--- config.mk ---
export PLATFORM = sky130hd
export DESIGN_NAME = program_loader
export DESIGN_NICKNAME = d
export VERILOG_FILES = /design/src/rtl/program_loader.sv
export SDC_FILE = /design/constraint.sdc
export NUM_CORES = 1
export LEC_CHECK = 0
export ABC_AREA = 1
export BUFFER_PORTS_ARGS = -buffer_cell sky130_fd_sc_hd__buf_2
export CAP_MARGIN = 20
export CORE_UTILIZATION = 55
export CTS_CLUSTER_DIAMETER = 150
export DETAILED_ROUTE_END_ITERATION = 8
export PLACE_DENSITY = 0.76
export SLEW_MARGIN = 30
export SYNTH_ARGS = -nofsm -noshare
export SYNTH_HDL_FRONTEND = slang
export SYNTH_SLANG_ARGS = --single-unit
--- constraint.sdc ---
create_clock -name clk -period 4.3 [get_ports clk]
set_clock_uncertainty 0.05 [all_clocks]
set_input_delay 0.43 -clock clk [delete_from_list [all_inputs] [get_ports clk]]
set_output_delay 0.43 -clock clk [all_outputs]
set_load 0.02 [all_outputs]
--- src/rtl/program_loader.sv ---
// Boot loader: length-prefixed LE byte stream -> imem words; holds core in reset until done.
// Build option: PROGRAM_LOADER_CHECKSUM_EN adds a trailing XOR checksum byte gating core release.
module program_loader #(
  parameter int ADDR_W = 8,
  parameter int DEPTH  = 256
) (
  input  logic              clk,
  input  logic              reset,
  input  logic              restart,
  input  logic [7:0]        rx_data,
  input  logic              rx_valid,
  output logic              rx_ready,
  output logic              imem_we,
  output logic [ADDR_W-1:0] imem_addr,
  output logic [31:0]       imem_wdata,
  output logic              core_reset,
  output logic              done,
  output logic              error,
  output logic [ADDR_W:0]   words_loaded
);

  typedef enum logic [2:0] {
    LEN_LO, LEN_HI, PAYLOAD, FIN, RUN, ERR
`ifdef PROGRAM_LOADER_CHECKSUM_EN
    , CHECK
`endif
  } state_t;

  state_t state, state_n;

  logic        armed;
  logic [7:0]  len_lo;
  logic [15:0] len;
  logic [1:0]  bcnt;
  logic [23:0] word;
  logic        accept;
  logic [15:0] len_full;
  logic        bad_len;
  logic        last_word;

  assign accept    = rx_valid && rx_ready;
  assign len_full  = {rx_data, len_lo};
  assign bad_len   = (len_full == 16'd0) || (len_full > 16'(DEPTH));
  assign last_word = (16'(words_loaded) + 16'd1) == len;

`ifdef PROGRAM_LOADER_CHECKSUM_EN
  logic [7:0] cks;

  always_ff @(posedge clk or posedge reset) begin
    if (reset) begin
      cks <= '0;
    end else if (state == LEN_HI && accept) begin
      cks <= '0;
    end else if (state == PAYLOAD && accept) begin
      cks <= cks ^ rx_data;
    end
  end
`endif

  always_ff @(posedge clk or posedge reset) begin
    if (reset) state <= LEN_LO;
    else       state <= state_n;
  end

  always_comb begin
    state_n = state;
    unique case (state)
      LEN_LO:  if (accept) state_n = LEN_HI;
      LEN_HI:  if (accept) state_n = bad_len ? ERR : PAYLOAD;
      PAYLOAD: if (accept && bcnt == 2'd3 && last_word) state_n = FIN;
`ifdef PROGRAM_LOADER_CHECKSUM_EN
      FIN:     state_n = CHECK;
      CHECK:   if (accept) state_n = (cks == rx_data) ? RUN : ERR;
`else
      FIN:     state_n = RUN;
`endif
      RUN:     if (restart) state_n = LEN_LO;
      ERR:     if (restart) state_n = LEN_LO;
      default: state_n = LEN_LO;
    endcase
  end

  // armed keeps rx_ready low while reset is asserted and for the reset cycle itself
  always_comb begin
    rx_ready = 1'b0;
    if (armed) begin
      unique case (state)
        LEN_LO, LEN_HI, PAYLOAD: rx_ready = 1'b1;
`ifdef PROGRAM_LOADER_CHECKSUM_EN
        CHECK:                   rx_ready = 1'b1;
`endif
        default:                 rx_ready = 1'b0;
      endcase
    end
  end

  assign core_reset = (state != RUN);
  assign done       = (state == RUN);
  assign error      = (state == ERR);

  always_ff @(posedge clk or posedge reset) begin
    if (reset) begin
      armed        <= 1'b0;
      len_lo       <= '0;
      len          <= '0;
      bcnt         <= '0;
      word         <= '0;
      imem_we      <= 1'b0;
      imem_addr    <= '0;
      imem_wdata   <= '0;
      words_loaded <= '0;
    end else begin
      armed   <= 1'b1;
      imem_we <= 1'b0;
      if (state == LEN_LO && accept) len_lo <= rx_data;
      if (state == LEN_HI && accept) begin
        len          <= len_full;
        bcnt         <= '0;
        words_loaded <= '0;
      end
      if (state == PAYLOAD && accept) begin
        bcnt <= bcnt + 2'd1;
        word <= {rx_data, word[23:8]};
        if (bcnt == 2'd3) begin
          imem_we      <= 1'b1;
          imem_addr    <= words_loaded[ADDR_W-1:0];
          imem_wdata   <= {rx_data, word};
          words_loaded <= words_loaded + 1'b1;
        end
      end
      if ((state == RUN || state == ERR) && restart) words_loaded <= '0;
    end
  end

endmodule

==> results.tsv, run 1 <==
metric	value	unit
status	complete, no violations	
cts-root-buf	clkbuf_8	
grt_pass1_wl	15660	µm
hold_viol	0	
crit_slowest_cell	dfrtp_1	
post_cts_buffers	0	
max_clock_freq	421.1	MHz
rrSetupSlack	1.93	ns
grt_setup_unrepaired	false	
ir_worst_vdd	0.2124	mV
die_w	92.99	µm
cp.buffers_inverters	3	
cp_data_required_time	4.48	ns
crit_family	simple AND/OR/NAND/NOR gates	
yosysWarnings	0	
arrival	2.55	ns
synth-simple-area-share	0.2311	
synth_mux_area_frac	0	
cts_resized	0	
final.min_clock_period	2.375	ns
fillCellCount	694	
hold_class	in -> async	
syn_area_per_cell	8.575	µm²
synthAdderAreaFrac	0.005496	
synth_cell_type_count	29	
postSynthCellCount	531	
max_stage_delay	0.42	ns
nets	603	
crit_path_start	state[2]$_DFFE_PP0P_	
coreArea	7848	µm²
cts.path.max_buffers	2	
setup_tns	0	ns
die_height	92.99	µm
crit_chain	inv_2, nand2_2, nor2_4, nand2_2, inv_2, nand2_4, nor2_8, inv_4, o21ai_0, a21oi_1	
syn-num-nets	545	
cts_buffers	9	
timing.final.crit_share	0.5523	
fin_util	0.6478	
drv_slew	0	
grt-ovfl-total	0	
synth-seq-area-share	0.5716	
maxCapViolCount	0	
initial_utilization	0.5802	
cts_tree	done	
synth_area	4553	µm²
cp_max_fo	82	
yosys.area_share.xor_xnor	0.003847	
multi_input_area	1574	µm²
clk_latency	0.38	ns
rr_endpoint	words_loaded[0]$_DFF_PP0_	
power_leakage	2.637	nW
synth_compound_area_frac	0.1044	
vias	3565	
slew_headroom	0.4713	
gr-usage-all-layers	0.2343	
via_per_inst	5.122	
r2r_cells	10	
drc	0	
first_iter_violations	227	
dieArea	8646	µm²
clkTransAtPathRegs	0.10	ns
io_pins	66	
first_pass_iters	5	
area_growth	11.65	%
numPortBuffers	65	
wl	9253	µm
antenna_cells	0	
dp_hpwl	6355	µm
cts_sinks	104	
globalplace.congestion	0.8385	
grt_max_degree	83	
pwr_density_cell	418.0	nW/µm²
setup_viol	0	
holdBufCountCts	0	
critical_path_class	reg -> reg	
antenna_found_initial	0	
regArea	2603	µm²
fp-row-count	32	
worstMarginPinSlew	0.7931	ns
grt_pass1_vias	3217	
drive_gt1_frac	0.1734	
start_kind	register	
ys_ff_latch	104	
cts_max_level	3	
final_antenna_net_count	0	
synth_top_family_by_area	simple AND/OR/NAND/NOR gates	
wl_per_cell	13.29	µm
endpoint_kind	register	
hold_slack	0.1630	ns
regToRegStartpoint	state[2]$_DFFE_PP0P_	
[flip-flops by register name, indices dropped and copies added (netlist names)]
register / count
imem_addr: 8
imem_we: 1
len_lo: 8
armed: 1
state: 3
word: 24
len: 16
imem_wdata: 32
bcnt: 2
words_loaded: 9
[cell usage after synthesis]
cell | instances | area, µm²
conb_1 | 1 | 3.750
nand2_1 | 165 | 619.3
nor4_1 | 1 | 6.260
nor2_8 | 1 | 20.02
nor3_1 | 2 | 10.01
inv_2 | 4 | 15.01
nand3_2 | 1 | 10.01
nand2_2 | 6 | 37.54
xor2_1 | 2 | 17.52
buf_4 | 1 | 7.510
o21ai_1 | 32 | 160.2
o21ai_0 | 51 | 255.2
buf_2 | 5 | 25.02
nand3b_1 | 2 | 15.01
nor2_4 | 3 | 33.78
nand3_1 | 36 | 180.2
buf_6 | 6 | 67.56
clkbuf_1 | 8 | 30.03
inv_4 | 1 | 6.260
o21bai_1 | 1 | 7.510
a21oi_1 | 9 | 45.04
ha_1 | 2 | 25.02
nor2_2 | 2 | 12.51
inv_1 | 60 | 225.2
nor2_1 | 19 | 71.32
dfrtp_1 | 104 | 2603
nand4_1 | 4 | 25.02
o21a_1 | 1 | 7.510
nand2_4 | 1 | 11.26
[power by group]
part / internal (mW) / leakage, nW / switching (mW)
clock: 0.222 / 0.0945 / 0.359
combinational: 0.128 / 1.13 / 0.242
sequential: 1.09 / 1.41 / 0.0791
total: 1.44 / 2.64 / 0.680
[worst register-to-register path, stage by stage (launching register included)]
cell	delay [ns]
dfrtp_1	0.42
inv_2	0.10
nand2_2	0.07
nor2_4	0.11
nand2_2	0.08
inv_2	0.10
nand2_4	0.26
nor2_8	0.36
inv_4	0.33
o21ai_0	0.29
a21oi_1	0.06
[final cells by class]
class / instances / area share
Inverter: 65 / 0.04898
Clock buffer: 9 / 0.02437
Clock inverter: 7 / 0.01304
Multi-Input combinational cell: 342 / 0.3096
Sequential cell: 104 / 0.5119
Tap cell: 102 / 0.02510
Timing Repair Buffer: 67 / 0.06695
[cell families after synthesis]
logic type / after synthesis
compound gates: 94
simple gates: 243
fa+ha+maj: 2
buf+inv: 85
xor+xnor: 2
flops: 104
other cells: 1
[metrics by stage]
step	instance area (µm²)	std cells	power [mW]	setup slack (ns)
after floorplan	4553	531	1.457	1.088
after global routing	5084	696	2.259	1.670
after global placement	4893	680	1.545	2.041
final	5084	696	2.125	1.925
after detailed placement	4893	680	1.558	1.949
after CTS	5084	696	2.136	1.925
[routing by layer]
layer,up-vias,GRT usage,routed length (µm)
met3,16,0.04390,447
met1,1663,0.3405,4376
met2,90,0.3536,4264
met5,-,0,0
met4,0,0.08590,165
li1,1796,-,-
[how the worst max path moves through the flow]
stage | to | slack [ns] | cells after the start
floorplan | armed$_DFF_PP0_ | 1.09 | 1
global placement | words_loaded[0]$_DFF_PP0_ | 2.04 | 10
detailed placement | words_loaded[0]$_DFF_PP0_ | 1.95 | 10
CTS | words_loaded[0]$_DFF_PP0_ | 1.93 | 10
global route | words_loaded[0]$_DFF_PP0_ | 1.67 | 8
finish | words_loaded[0]$_DFF_PP0_ | 1.93 | 10
[layout by cell type, fill, tap and decap left out, drive strengths merged, types with 2 or more instances in the layout]
cell and count:
nand2 172, dfrtp 104, o21ai 83, buf 67
inv 67, nand3 37, nor2 25, a21oi 9
clkbuf 9, nand4 4, clkinv 4, xor2 2
nand3b 2, nor3 2, ha 2
Note: power is estimated with default switching activity, not from simulation.
==> run 2: changes to the inputs <==
--- a/config.mk
+++ b/config.mk
@@ -8,10 +8,10 @@
 export ABC_AREA = 1
 export BUFFER_PORTS_ARGS = -buffer_cell sky130_fd_sc_hd__buf_2
 export CAP_MARGIN = 20
-export CORE_UTILIZATION = 55
+export CORE_UTILIZATION = 51
 export CTS_CLUSTER_DIAMETER = 150
 export DETAILED_ROUTE_END_ITERATION = 8
-export PLACE_DENSITY = 0.76
+export PLACE_DENSITY = 0.74
 export SLEW_MARGIN = 30
 export SYNTH_ARGS = -nofsm -noshare
 export SYNTH_HDL_FRONTEND = slang
==> constraint.sdc (replaced) <==
create_clock -name clk -period 2.1 [get_ports clk]
set_clock_uncertainty 0.05 [all_clocks]
set_input_delay 0.21 -clock clk [delete_from_list [all_inputs] [get_ports clk]]
set_output_delay 0.21 -clock clk [all_outputs]
set_load 0.02 [all_outputs]
==> results.tsv, run 2 (synthesis results as in run 1) <==
metric	value	unit	change
status	complete, no violations		unchanged
grt_setup_unrepaired	false		unchanged
pwr_density_cell	840.6	nW/µm²	was 418.0 nW/µm²
max_stage_delay	0.47	ns	was 0.42 ns
critical_path_class	reg -> reg		unchanged
drc	0		unchanged
r2r_cells	14		was 10
vias	3606		was 3,565
coreArea	8678	µm²	was 7848 µm²
hold_slack	0.07929	ns	was 0.1630 ns
fp-row-count	34		was 32
dpl_worst_slack	0.08562	ns	was 1.949 ns
dieArea	9309	µm²	was 8646 µm²
final_antenna_net_count	0		unchanged
grt-ovfl-total	0		unchanged
hold_class	in -> reg		was in -> async
max_clock_freq	517.9	MHz	was 421.1 MHz
worstMarginPinSlew	0.5778	ns	was 0.7931 ns
grt_pass1_wl	15310	µm	was 15,660 µm
dp_hpwl	6216	µm	was 6355 µm
power_leakage	2.676	nW	was 2.637 nW
setup_tns	0	ns	unchanged
start_kind	register		unchanged
wl	9336	µm	was 9253 µm
first_iter_violations	217		was 227
crit_slowest_cell	dfrtp_2		was dfrtp_1
cts_sinks	104		unchanged
cp_max_fo	6		was 82
layout_commonest_cell	nand2_1		unchanged
area_growth	13.74	%	was 11.65%
whs_path_depth	3		
hold_viol	0		unchanged
slew_headroom	0.6148		was 0.4713
arrival	2.14	ns	was 2.55 ns
die_w	96.49	µm	was 92.99 µm
cp_data_required_time	2.31	ns	was 4.48 ns
die_height	96.49	µm	was 92.99 µm
antenna_found_initial	0		unchanged
timing.final.crit_share	0.9194		was 0.5523
first_pass_iters	4		was 5
fin_cells	709		was 696
io_pins	66		unchanged
cts.path.max_buffers	2		unchanged
fin_ws	0.1692	ns	was 1.925 ns
setup_viol	0		unchanged
cp_common_cell	nand2_1		
endpoint_kind	register		unchanged
via_per_inst	5.086		was 5.122
largest_register_ffs	32		unchanged
place_inst	691		was 680
numPortBuffers	65		unchanged
wl_per_cell	13.17	µm	was 13.29 µm
cts_max_level	3		unchanged
drv_slew	0		unchanged
crit_chain	ha_4, inv_1, nand2_1, nand2_1, nor2_1, nand2_1, nor2_1, nand3_1, nor2_1, nand3_1, nand2_2, nand2_1, nand2_1, nand2_1		was inv_2, nand2_2, nor2_4, nand2_2, inv_2, nand2_4, nor2_8, inv_4, o21ai_0, a21oi_1
drive_gt1_frac	0.1830		was 0.1734
cts-root-buf	clkbuf_8		unchanged
clk_latency	0.35	ns	was 0.38 ns
cts_buffers	9		unchanged
ir_worst_vdd	0.3049	mV	was 0.2124 mV
final.min_clock_period	1.931	ns	was 2.375 ns
grt_max_degree	105		was 83
power.total	4.353	mW	was 2.125 mW
antenna_cells	0		unchanged
globalplace.congestion	0.7969		was 0.8385
maxCapViolCount	0		unchanged
grt_pass1_vias	3226		was 3,217
nets	612		was 603
initial_utilization	0.5247		was 0.5802
reg_top3	imem_wdata (32), word (24), len (16)		unchanged
regMostFlops	imem_wdata		unchanged
gr-usage-all-layers	0.2129		was 0.2343
layout_common_cells	164 x nand2_1, 103 x dfrtp_1, 65 x buf_2		was 165 x nand2_1, 104 x dfrtp_1, 65 x buf_2
cts_tree	done		unchanged
clkTransAtPathRegs	0.09	ns	was 0.10 ns
run 2: cell count changes in the layout (fill, tap and decap cells not counted), moves of 2 or more:
cell	previous run	this run
buf_4	2	9
clkbuf_1	0	2
clkinv_4	2	0
inv_4	2	0
run 2: repair_timing:
action                                 in CTS  in global routing
hold buffers                                1                  0
endpoints found under the hold margin     100                  0
gates resized for setup                     0                  4
setup endpoints to repair                   0                 10
buffers inserted                            0                  3
run 2: metrics by stage:
step                      area, µm²  utilization
after CTS                      5137       0.5920
final                          5179       0.5967
after global placement         4952       0.5706
after global routing           5179       0.5967
after floorplan                4557            -
after detailed placement       4952       0.5706
run 2: path summary, 6_finish.rpt:
kind | start | to | slack, ns
max | words_loaded[0]$_DFF_PP0_ | state[0]$_DFFE_PP0P_ | 0.17
min | restart | state[2]$_DFFE_PP0P_ | 0.08
max reg2reg | words_loaded[0]$_DFF_PP0_ | state[0]$_DFFE_PP0P_ | 0.17
min reg2reg | imem_wdata[1]$_DFFE_PP0P_ | imem_wdata[1]$_DFFE_PP0P_ | 0.42
max in group asynchronous | reset | words_loaded[0]$_DFF_PP0_ | 1.08
min in group asynchronous | reset | imem_wdata[20]$_DFFE_PP0P_ | 0.50
run 2: worst max-delay path, delay by kind of cell, from the launching register on:
family	cells	cell delay [ns]
flip-flops	1	0.47
AND/OR/NAND/NOR	12	0.98
adder cells (fa/ha/maj)	1	0.30
buffers and inverters	1	0.04
run 2: per-layer routing:
metal / GRT usage / share of wire
met5: 0 / 0
met2: 0.3192 / 0.45
met1: 0.3154 / 0.49
met4: 0.07721 / 0.018
met3: 0.03052 / 0.043
run 2: cell type report:
| cell class | count | area (µm²) |
|---|---|---|
| fill | 793 | 3500 |
| sequential | 104 | 2604 |
| multi-input combinational | 342 | 1589 |
| timing repair buffer | 76 | 422.9 |
| inverter | 65 | 252.7 |
| tap | 108 | 135.1 |
| clock buffer | 11 | 131.4 |
| clock inverter | 3 | 43.79 |
run 2: report_power, final:
group | switching, mW | internal (mW)
registers | 0.146 | 2.24
logic | 0.501 | 0.272
clock network | 0.651 | 0.543
